<file path="src/rtl/reg_cmd_sequencer.sv">
// Table-driven register-bus master: plays back a programmable list of writes,
// read-polls and timed waits, with poll timeout, error capture and abort.
module reg_cmd_sequencer #(
  parameter int unsigned AddrWidth = 32,
  parameter int unsigned DataWidth = 32,
  parameter int unsigned NumCmds   = 16,
  parameter int unsigned CntWidth  = 16,
  parameter int unsigned PollGap   = 2,
  localparam int unsigned StrbWidth = DataWidth / 8,
  localparam int unsigned PcWidth   = $clog2(NumCmds + 1)
) (
  input  logic                                clk_i,
  input  logic                                rst_ni,
  input  logic                                start_i,
  input  logic                                abort_i,
  input  logic [CntWidth-1:0]                 poll_max_i,
  input  logic [NumCmds-1:0][1:0]             cmd_op_i,
  input  logic [NumCmds-1:0][AddrWidth-1:0]   cmd_addr_i,
  input  logic [NumCmds-1:0][DataWidth-1:0]   cmd_data_i,
  input  logic [NumCmds-1:0][DataWidth-1:0]   cmd_mask_i,
  input  logic [NumCmds-1:0][StrbWidth-1:0]   cmd_strb_i,
  output logic                                reg_valid_o,
  output logic                                reg_write_o,
  output logic [AddrWidth-1:0]                reg_addr_o,
  output logic [DataWidth-1:0]                reg_wdata_o,
  output logic [StrbWidth-1:0]                reg_wstrb_o,
  input  logic                                reg_ready_i,
  input  logic [DataWidth-1:0]                reg_rdata_i,
  input  logic                                reg_error_i,
  output logic                                busy_o,
  output logic                                done_o,
  output logic                                err_o,
  output logic [1:0]                          err_code_o,
  output logic [PcWidth-1:0]                  err_idx_o,
  output logic [DataWidth-1:0]                last_rdata_o
);

  localparam int unsigned IdxWidth = (NumCmds > 1) ? $clog2(NumCmds) : 1;
  localparam logic [PcWidth-1:0]  PcEnd   = PcWidth'(NumCmds);
  localparam logic [PcWidth-1:0]  PcOne   = PcWidth'(1);
  localparam logic [CntWidth-1:0] CntOne  = CntWidth'(1);
  localparam logic [CntWidth-1:0] GapLoad = CntWidth'(PollGap);

  typedef enum logic [2:0] {
    S_IDLE, S_FETCH, S_ISSUE, S_GAP, S_WAIT, S_DONE, S_ERR
  } state_e;

  typedef enum logic [1:0] {
    OP_END   = 2'b00,
    OP_WRITE = 2'b01,
    OP_POLL  = 2'b10,
    OP_WAIT  = 2'b11
  } op_e;

  typedef enum logic [1:0] {
    ERR_NONE    = 2'b00,
    ERR_BUS     = 2'b01,
    ERR_TIMEOUT = 2'b10
  } err_e;

  state_e               state_q, state_d;
  logic [PcWidth-1:0]   pc_q, pc_d;
  logic [CntWidth-1:0]  attempt_q, attempt_d;
  // One counter serves both WAIT and GAP; the two states never overlap.
  logic [CntWidth-1:0]  cnt_q, cnt_d;
  logic [DataWidth-1:0] last_rdata_q, last_rdata_d;
  err_e                 err_code_q, err_code_d;
  logic [PcWidth-1:0]   err_idx_q, err_idx_d;

  logic                 pc_end;
  logic [IdxWidth-1:0]  idx;
  op_e                  cur_op;
  logic [AddrWidth-1:0] cur_addr;
  logic [DataWidth-1:0] cur_data;
  logic [DataWidth-1:0] cur_mask;
  logic [StrbWidth-1:0] cur_strb;
  logic [CntWidth-1:0]  wait_cnt;
  logic [CntWidth-1:0]  attempt_inc;
  logic [PcWidth-1:0]   pc_inc;
  logic                 poll_hit;

  // The index is forced to 0 once pc runs past the table so the lookup never
  // goes out of range; FETCH routes pc_end to DONE before using the entry.
  assign pc_end   = (pc_q >= PcEnd);
  assign idx      = pc_end ? '0 : pc_q[IdxWidth-1:0];
  assign cur_op   = op_e'(cmd_op_i[idx]);
  assign cur_addr = cmd_addr_i[idx];
  assign cur_data = cmd_data_i[idx];
  assign cur_mask = cmd_mask_i[idx];
  assign cur_strb = cmd_strb_i[idx];
  assign wait_cnt = cur_data[CntWidth-1:0];
  assign poll_hit = (((reg_rdata_i ^ cur_data) & cur_mask) == '0);

  assign attempt_inc = (attempt_q == '1) ? attempt_q : attempt_q + CntOne;
  assign pc_inc      = pc_end ? pc_q : pc_q + PcOne;

  always_ff @(posedge clk_i) begin
    // NOTE: sequential state is updated with non-blocking assignments only, so
    // every register samples the pre-edge values regardless of block order.
    if (!rst_ni) begin
      state_q      <= S_IDLE;
      pc_q         <= '0;
      attempt_q    <= '0;
      cnt_q        <= '0;
      last_rdata_q <= '0;
      err_code_q   <= ERR_NONE;
      err_idx_q    <= '0;
    end else begin
      state_q      <= state_d;
      pc_q         <= pc_d;
      attempt_q    <= attempt_d;
      cnt_q        <= cnt_d;
      last_rdata_q <= last_rdata_d;
      err_code_q   <= err_code_d;
      err_idx_q    <= err_idx_d;
    end
  end

  always_comb begin
    // NOTE: every next-state variable takes its hold value first, so no path
    // through the case statement can leave one unassigned and infer a latch.
    state_d      = state_q;
    pc_d         = pc_q;
    attempt_d    = attempt_q;
    cnt_d        = cnt_q;
    last_rdata_d = last_rdata_q;
    err_code_d   = err_code_q;
    err_idx_d    = err_idx_q;

    unique case (state_q)
      S_IDLE, S_DONE, S_ERR: begin
        if (abort_i) begin
          state_d = S_IDLE;
        end else if (start_i) begin
          state_d    = S_FETCH;
          pc_d       = '0;
          attempt_d  = '0;
          err_code_d = ERR_NONE;
          err_idx_d  = '0;
        end
      end

      S_FETCH: begin
        if (abort_i) begin
          state_d = S_IDLE;
        end else if (pc_end || cur_op == OP_END) begin
          state_d = S_DONE;
        end else if (cur_op == OP_WAIT) begin
          if (wait_cnt == '0) begin
            pc_d = pc_inc;
          end else begin
            cnt_d   = wait_cnt;
            state_d = S_WAIT;
          end
        end else begin
          state_d = S_ISSUE;
        end
      end

      // The request is held until the slave completes it, even under abort.
      S_ISSUE: begin
        if (reg_ready_i) begin
          if (abort_i) begin
            state_d = S_IDLE;
          end else if (reg_error_i) begin
            state_d    = S_ERR;
            err_code_d = ERR_BUS;
            err_idx_d  = pc_q;
          end else if (cur_op == OP_WRITE) begin
            pc_d    = pc_inc;
            state_d = S_FETCH;
          end else begin
            last_rdata_d = reg_rdata_i;
            if (poll_hit) begin
              pc_d      = pc_inc;
              attempt_d = '0;
              state_d   = S_FETCH;
            end else begin
              attempt_d = attempt_inc;
              if (poll_max_i != '0 && attempt_inc == poll_max_i) begin
                state_d    = S_ERR;
                err_code_d = ERR_TIMEOUT;
                err_idx_d  = pc_q;
              end else if (PollGap == 0) begin
                state_d = S_ISSUE;
              end else begin
                cnt_d   = GapLoad;
                state_d = S_GAP;
              end
            end
          end
        end
      end

      S_GAP: begin
        if (abort_i) begin
          state_d = S_IDLE;
        end else if (cnt_q <= CntOne) begin
          cnt_d   = '0;
          state_d = S_ISSUE;
        end else begin
          cnt_d = cnt_q - CntOne;
        end
      end

      // Leaving on a count of 1 makes a WAIT of N occupy exactly N cycles.
      S_WAIT: begin
        if (abort_i) begin
          state_d = S_IDLE;
        end else if (cnt_q <= CntOne) begin
          cnt_d   = '0;
          pc_d    = pc_inc;
          state_d = S_FETCH;
        end else begin
          cnt_d = cnt_q - CntOne;
        end
      end

      default: state_d = S_IDLE;
    endcase
  end

  always_comb begin
    reg_valid_o = 1'b0;
    reg_write_o = 1'b0;
    reg_addr_o  = '0;
    reg_wdata_o = '0;
    reg_wstrb_o = '0;
    busy_o      = 1'b0;
    done_o      = 1'b0;
    err_o       = 1'b0;

    unique case (state_q)
      S_FETCH, S_GAP, S_WAIT: busy_o = 1'b1;
      S_ISSUE: begin
        busy_o      = 1'b1;
        reg_valid_o = 1'b1;
        reg_write_o = (cur_op == OP_WRITE);
        reg_addr_o  = cur_addr;
        reg_wdata_o = cur_data;
        reg_wstrb_o = (cur_op == OP_WRITE) ? cur_strb : '0;
      end
      S_DONE:  done_o = 1'b1;
      S_ERR:   err_o  = 1'b1;
      default: ;
    endcase
  end

  assign err_code_o   = err_code_q;
  assign err_idx_o    = err_idx_q;
  assign last_rdata_o = last_rdata_q;

endmodule
</file>
<file path="config.mk">
export PLATFORM = sky130hd
export DESIGN_NAME = reg_cmd_sequencer
export DESIGN_NICKNAME = d
export VERILOG_FILES = /design/src/rtl/reg_cmd_sequencer.sv
export SDC_FILE = /design/constraint.sdc
export NUM_CORES = 1
export LEC_CHECK = 0
export ABC_AREA = 1
export BUFFER_PORTS_ARGS = -buffer_cell sky130_fd_sc_hd__buf_2
export CAP_MARGIN = 20
export CORE_AREA = 8 8 700 702
export DETAILED_ROUTE_END_ITERATION = 8
export DIE_AREA = 0 0 708 710
export HOLD_SLACK_MARGIN = 0.03
export PLACE_DENSITY = 0.3
export SLEW_MARGIN = 20
export SYNTH_ARGS = -nofsm -noshare
export SYNTH_HDL_FRONTEND = slang
export SYNTH_SLANG_ARGS = --single-unit
</file>
<file path="constraint.sdc">
create_clock -name clk_i -period 5.7 [get_ports clk_i]
set_input_delay 0.57 -clock clk_i [delete_from_list [all_inputs] [get_ports clk_i]]
set_output_delay 0.57 -clock clk_i [all_outputs]
set_load 0.01 [all_outputs]
</file>
Yosys cells after proc, flatten, opt, wreduce, memory -nomap -nowiden
Index checks and enable logic that the tools add are counted.
- order comparisons: 3
- bitwise gates (word level): 5
- mux-type cells: 90
- equal/unequal tests: 34
- add/sub/neg operators: 3
- reductions and logical operators: 19
- operators with widths (kind ; number):
    binary-select mux 32 bit (select 4 bit) ; 3
    2-to-1 mux 16 bit ; 20
    2-to-1 mux 32 bit ; 5
    2-to-1 mux 5 bit ; 20
    2-to-1 mux 3 bit ; 16
    one-hot mux 16 bit (3 select lines) ; 1
    AND 32 bit ; 1
    zero test 32 bit ; 1
    inequality test 2 bit (second input constant) ; 16
    one-hot mux 16 bit (2 select lines) ; 1
    bitwise XOR 32 bit ; 1
    inequality test 3 bit (second input constant) ; 7
    one-hot mux 5 bit (4 select lines) ; 1
    2-to-1 mux 2 bit ; 9
    adder 16 x 1 -> 16 bit (second input constant) ; 1
    binary-select mux 4 bit (select 4 bit) ; 1
    == test 16 bit ; 1
    == test 16 bit (second input constant) ; 1
    <= comparator 16 x 1 -> 1 bit (second input constant) ; 1
    zero test 16 bit ; 1
    2-to-1 mux 4 bit ; 4
    nonzero test 16 bit ; 1
    subtractor 16 x 1 -> 16 bit (second input constant) ; 1
    one-hot mux 3 bit (5 select lines) ; 1
    29 further kinds ; 39
- word-level logic and storage cells: 161
- input port bits: 1686
- output and inout port bits: 112
- bits in registers: 79

Depth between registers and ports, before layout
- depth in word-level cells: 13
- mapped depth: 24
- mapped depth without buffers: 20

Worst setup path before layout
OpenSTA, ideal clock, no wires.
- path kind: register to output
- start point: reg pc_q[0]
- end point: out reg_wstrb_o[2]
- buffers on the path: 6
- cell stages (with the launch flop): 13
- required time: 5130 ps
- path slack: 2811 ps
- arrival: 2319 ps
- path through: dfxtp_1 -> buf_4 -> inv_2 -> nor2_2 -> buf_2 -> buf_2 -> clkbuf_1 -> buf_2 -> buf_1 -> nand2_1 -> nand3_1 -> nand3_1 -> a311oi_1
- word-level cells in the longest chain between the ends: 7
- RTL lines (what ; RTL line ; source):
    from (decl) ; 62 ; logic [PcWidth-1:0] pc_q, pc_d;
    from (signal assigned) ; 110 ; pc_q <= pc_d;
    greater-or-equal comparator 5 bit ; 84 ; assign pc_end = (pc_q >= PcEnd);
    2-to-1 mux 4 bit * ; 85 ; assign idx = pc_end ? '0 : pc_q[IdxWidth-1:0];
    binary-select mux 2 bit (select 4 bit) ; 86 ; assign cur_op = op_e'(cmd_op_i[idx]);
    2-to-1 mux 2 bit (not written as such) ; 86 ;
    == test 2 x 1 -> 1 bit ; 241 ; reg_wstrb_o = (cur_op == OP_WRITE) ? cur_strb : '0;
    2-to-1 mux 4 bit * ; 241 ;
    2-to-1 mux 4 bit * ; 233 ; unique case (state_q)
    to (decl) ; 26 ; output logic [StrbWidth-1:0] reg_wstrb_o,
Mark *: on every way between the ends. The rest lies on a longest branch, timed or not. The select of a mux whose other input is x is not followed.

Worst setup path in the final report
- start point: reg pc_q[1]
- end point: reg cnt_q[1]
- word-level cells in the longest chain between the ends: 9
- RTL lines (what ; RTL line ; source):
    greater-or-equal comparator 5 bit ; 84 ;
    2-to-1 mux 4 bit ; 85 ;
    binary-select mux 32 bit (select 4 bit) ; 88 ; assign cur_data = cmd_data_i[idx];
    2-to-1 mux 32 bit (not written as such) ; 88 ;
    bitwise XOR 32 bit / 2-to-1 mux 16 bit (equally long branches) ; 92, 149 ;
    AND 32 bit / 2-to-1 mux 16 bit (equally long branches) ; 92, 148 ;
    zero test 32 bit / 2-to-1 mux 16 bit (equally long branches) ; 92, 146 ;
    inequality test 2 bit (no line) / 2-to-1 mux 16 bit (equally long branches) ; n/a ;
    AND reduction 12 bit (no line) / one-hot mux 16 bit (3 select lines) (equally long branches) ; n/a ;
    to (signal assigned) ; 112 ; cnt_q <= cnt_d;
    to (decl) ; 65 ; logic [CntWidth-1:0] cnt_q, cnt_d;
Several ways; a longest one is shown, not always the timed one. The select of a mux whose other input is x is not followed.
A chain may end at the register's enable or synchronous reset.

==> run summary <==
The flow ran to the end, and the final reports show no timing, DRC or antenna violations. Final worst-path cycle share: 0.9400. For the setup violation total in the final timing report, the log shows 0. The first TritonRoute pass finished after 6 iterations.

The first global-routing pass estimated 453500 µm of wire. After the first detailed-routing iteration, the DRC count stood at 3789. For the number of global-route vias before repair, the log shows 37290.

The critical path is of the flop to flop type. Dividing the detail-routed via count by the number of cells gives 3.127. In this run the core area contains 255 standard-cell rows. The final layout net count was 7420; the share of the synthesized area in the top cell type was 0.3083.

The worst setup path is launched from a flop. The transition time of the tightest slew-check pin is 1.207 ns. TritonCTS built the clock tree. The ratio of cells with drive above 1 in the final layout was 0.3572.

The die is 710 µm tall. In this run the cell area of the synthesized design comes to 0.02042 mm². The maximum frequency from static timing analysis was 0.1866 GHz. The effective utilization at floorplan is 0.04258, and the async set-reset flop share out of synthesis is 0.

In this run the critical register-to-register path is launched from pc_q[1]. The proportion of synthesized chip area in sequential cells is 0.07745. The logs give 0 for the number of endpoints with negative hold slack in the final report and 79 for the clock net sink count. No sink is reached through more buffers than the 2 on the longest clock path. The leakage power summed over all cells is 17.05 nW, and the power density of the placed cells is 161.2 mW/mm².

The critical path starts at pc_q[1]. The floorplan step set the die width to 708 µm. In this run the count of I/O pins placed on the die edge is 1798. The logs give 336000 µm for the post-detailed-placement half-perimeter wirelength and 0 for the number of buffers inserted by post-CTS setup repair.

Data arrives at the worst endpoint at 5.66 ns. The core utilization of the finished layout is 0.07963. The total routed wirelength was 374900 µm. A synthesized cell averages 4.979 µm². The clock period minus final worst setup slack works out to 5.358 ns.

The initial antenna violation count came out at 263. The minimum setup slack among reg-to-reg paths came out at 0.34 ns. The number of clock buffers added by TritonCTS is 9.

The worst hold path belongs to the class input pin to flop. The clock edge transition at the registers on the reported setup and hold paths is 0.11 ns, and the number of slew-limit violations in the final report is 0. The number of levels in the clock H-tree came out at 3.

The tools report the worst slew margin relative to its limit as 0.1953. The die outline area was 0.5027 mm². The most used flip-flop cell after synthesis is sky130_fd_sc_hd__dfxtp_1. Of all nets on the critical path, the largest fanout is 23. The tools report the endpoint required time on the critical path as 6.01 ns.

The run gives 0 as the count of max-cap constraint violations. Once detail routing completed, the nets flagged for antenna violations numbered 0. The count of flip-flops with a built-in enable after synthesis is 0. The number of different library cells used by synthesis comes to 55.

The maximum number of pins on one net before global-route repair was 82. The worst-case IR drop observed on VDD is 0.2790 mV. The vias after detailed routing is 38223, and the register bit count reported by yosys is 79. Summing internal, switching and leakage power gives 6.156 mW.

The critical path ends at cnt_q[1]. The layout has 57807 filler cells. In the synthesized netlist, the number of instances is 4101.

The region available for standard cell placement spans 0.4795 mm². After global routing the overflow that remains totals 0. By area the synthesized netlist is led by sky130_fd_sc_hd__nand3_1, sky130_fd_sc_hd__nand2_1, sky130_fd_sc_hd__dfxtp_1. After detailed routing, the number of remaining DRC violations is 0. Weighted congestion reported at the end of routability-driven placement: 0.8934. The largest total area in the synthesized netlist belongs to sky130_fd_sc_hd__nand3_1.

The synthesis-to-finish area growth was 87.02%. The worst setup path is captured at a flop. Dividing the detail-routed wire length by the instance count gives 30.66 µm. The number of buffer cells added on primary ports was 1797. Setup repair after global routing left no endpoint under its margin.

For the final database, setup skew stands at 0.02738 ns. The Yosys step of the flow raised 0 warnings. In this run the critical register-to-register path is captured at cnt_q[1]. The clock reaches the later pin of the worst-skew pair after 0.43 ns. The tools report the buffer type at the clock tree root as sky130_fd_sc_hd__clkbuf_16.

The total global-route track usage is 0.1407, and the worst reg2reg path depth is 20. Counting every net in the synthesized netlist gives 5792.
-- worst min path at each step --
stage                                   to  slack, ns  cells past startpoint            start
after CTS                 last_rdata_o[17]       0.36                      3  reg_rdata_i[17]
after detailed placement     attempt_q[15]       0.46                      2    attempt_q[15]
final                     last_rdata_o[27]       0.40                      3  reg_rdata_i[27]
after global placement       attempt_q[14]       0.48                      2    attempt_q[14]
after floorplan              attempt_q[15]       0.44                      2    attempt_q[15]
after global routing      last_rdata_o[17]       0.40                      3  reg_rdata_i[17]
-- per-stage QoR --
step	instances	setup WS (ns)	hold WS (ns)	TNS (ns)	area [µm²]
6_report	12225	0.3420	0.4041	0	38190
4_1_cts	12159	0.006271	0.3600	0	38020
3_5_place_dp	12143	-0.04015	0.4609	-0.1352	37700
2_1_floorplan	4101	2.811	0.4409	0	20420
3_3_place_gp	12141	-0.1345	0.4823	-0.8615	37680
5_1_grt	12197	0.08241	0.4020	0	38120
-- area by class of cell --
type | count | area, µm² | share of cell area
Antenna cell | 66 | 165.2 | 0.004325
Clock buffer | 9 | 225.2 | 0.005898
Clock inverter | 7 | 86.33 | 0.002261
Inverter | 117 | 471.7 | 0.01235
Multi-Input combinational cell | 3531 | 16730 | 0.4382
Sequential cell | 79 | 1585 | 0.04151
Tap cell | 6425 | 8039 | 0.2105
Timing Repair Buffer | 1991 | 10880 | 0.2850
-- cell usage in the layout (no fill, tap or decap), types with 27 or more instances in the layout --
cell,netlist,final
sky130_fd_sc_hd__buf_2,140,1794
sky130_fd_sc_hd__nand2_1,1590,1590
sky130_fd_sc_hd__nand3_1,1258,1257
sky130_fd_sc_hd__nor2_1,195,194
sky130_fd_sc_hd__buf_4,31,163
sky130_fd_sc_hd__a221oi_1,129,122
sky130_fd_sc_hd__inv_1,108,106
sky130_fd_sc_hd__a21oi_1,80,80
sky130_fd_sc_hd__dfxtp_1,79,78
sky130_fd_sc_hd__o21ai_0,68,68
sky130_fd_sc_hd__diode_2,0,66
sky130_fd_sc_hd__buf_12,0,34
sky130_fd_sc_hd__o311a_1,32,32
sky130_fd_sc_hd__xor2_1,27,27
-- sequential cells by signal (all words and copies together) (netlist names) --
name	cells
cnt_q	16
pc_q	5
err_code_o	2
err_idx_o	5
last_rdata_o	32
state_q	3
attempt_q	16
-- power by group --
group | total [mW] | switching, mW | internal, mW | leakage, nW
Clock | 0.786 | 0.431 | 0.354 | 0.151
Sequential | 0.625 | 0.0420 | 0.583 | 0.641
Combinational | 4.75 | 3.34 | 1.40 | 16.3
-- Yosys cell counts (2+ instances only) --
library cell and count:
sky130_fd_sc_hd__a21oi_1 80, sky130_fd_sc_hd__a221oi_1 129, sky130_fd_sc_hd__a31oi_1 2, sky130_fd_sc_hd__a32oi_1 6, sky130_fd_sc_hd__and2_1 4, sky130_fd_sc_hd__buf_1 39
sky130_fd_sc_hd__buf_2 140, sky130_fd_sc_hd__buf_4 31, sky130_fd_sc_hd__buf_6 13, sky130_fd_sc_hd__clkbuf_1 151, sky130_fd_sc_hd__dfxtp_1 79, sky130_fd_sc_hd__ha_1 5
sky130_fd_sc_hd__inv_1 108, sky130_fd_sc_hd__inv_2 6, sky130_fd_sc_hd__nand2_1 1590, sky130_fd_sc_hd__nand2_2 2, sky130_fd_sc_hd__nand2_4 3, sky130_fd_sc_hd__nand3_1 1258
sky130_fd_sc_hd__nand3b_1 19, sky130_fd_sc_hd__nand4_1 15, sky130_fd_sc_hd__nor2_1 195, sky130_fd_sc_hd__nor2_2 4, sky130_fd_sc_hd__nor2_4 2, sky130_fd_sc_hd__nor3_1 7
sky130_fd_sc_hd__nor4_1 6, sky130_fd_sc_hd__o21a_1 3, sky130_fd_sc_hd__o21ai_0 68, sky130_fd_sc_hd__o21ai_1 3, sky130_fd_sc_hd__o22ai_1 13, sky130_fd_sc_hd__o311a_1 32
sky130_fd_sc_hd__o311ai_0 32, sky130_fd_sc_hd__o311ai_1 4, sky130_fd_sc_hd__xnor2_1 4, sky130_fd_sc_hd__xor2_1 27
-- critical path, cell delays in order (launching register included) --
cell and delay [ns]:
sky130_fd_sc_hd__dfxtp_1 0.49, sky130_fd_sc_hd__nand2_8 0.18, sky130_fd_sc_hd__clkinv_8 0.22, sky130_fd_sc_hd__buf_4 0.36, sky130_fd_sc_hd__nand3_1 0.12, sky130_fd_sc_hd__nand3_1 0.12
sky130_fd_sc_hd__nand3_1 0.60, sky130_fd_sc_hd__nand2_1 0.71, sky130_fd_sc_hd__nand3b_1 0.21, sky130_fd_sc_hd__nand2_1 0.18, sky130_fd_sc_hd__nor2_1 0.20, sky130_fd_sc_hd__nand2_1 0.11
sky130_fd_sc_hd__nor2_1 0.35, sky130_fd_sc_hd__nand2_1 0.15, sky130_fd_sc_hd__buf_4 0.19, sky130_fd_sc_hd__o21ai_1 0.09, sky130_fd_sc_hd__nand2_1 0.11, sky130_fd_sc_hd__nand2_4 0.26
sky130_fd_sc_hd__inv_2 0.21, sky130_fd_sc_hd__nor2_1 0.15, sky130_fd_sc_hd__nor2_1 0.07
-- cell families (layout without fill, tap and decap cells) --
logic type / after synthesis / count (layout) / share of synthesized area
AOI/OAI and AO/OA: 383 / 383 / 0.1364
xor gates and xnor gates: 31 / 31 / 0.01330
adders and majority gates: 5 / 5 / 0.003064
buffers and inverters: 491 / 2124 / 0.1097
DFF: 79 / 79 / 0.07745
other: 0 / 66 / 0
and+or+nand+nor: 3112 / 3112 / 0.6601
-- what timing repair did --
item,4_1_cts,5_1_grt
hold buffers,0,0
endpoints found under the setup margin,14,1
gates resized for setup,1,1
endpoints found under the hold margin,0,0
-- layer usage --
metal	wire length [µm]	track usage	vias up	share of wire
met1	151400	0.1696	18261	0.40
met2	194600	0.2611	2065	0.52
li1	-	-	17356	-
met3	20920	0.02339	453	0.056
met5	542	0	-	0.0014
met4	7407	0.02737	88	0.020
Note: power is estimated with default switching activity, not from simulation.
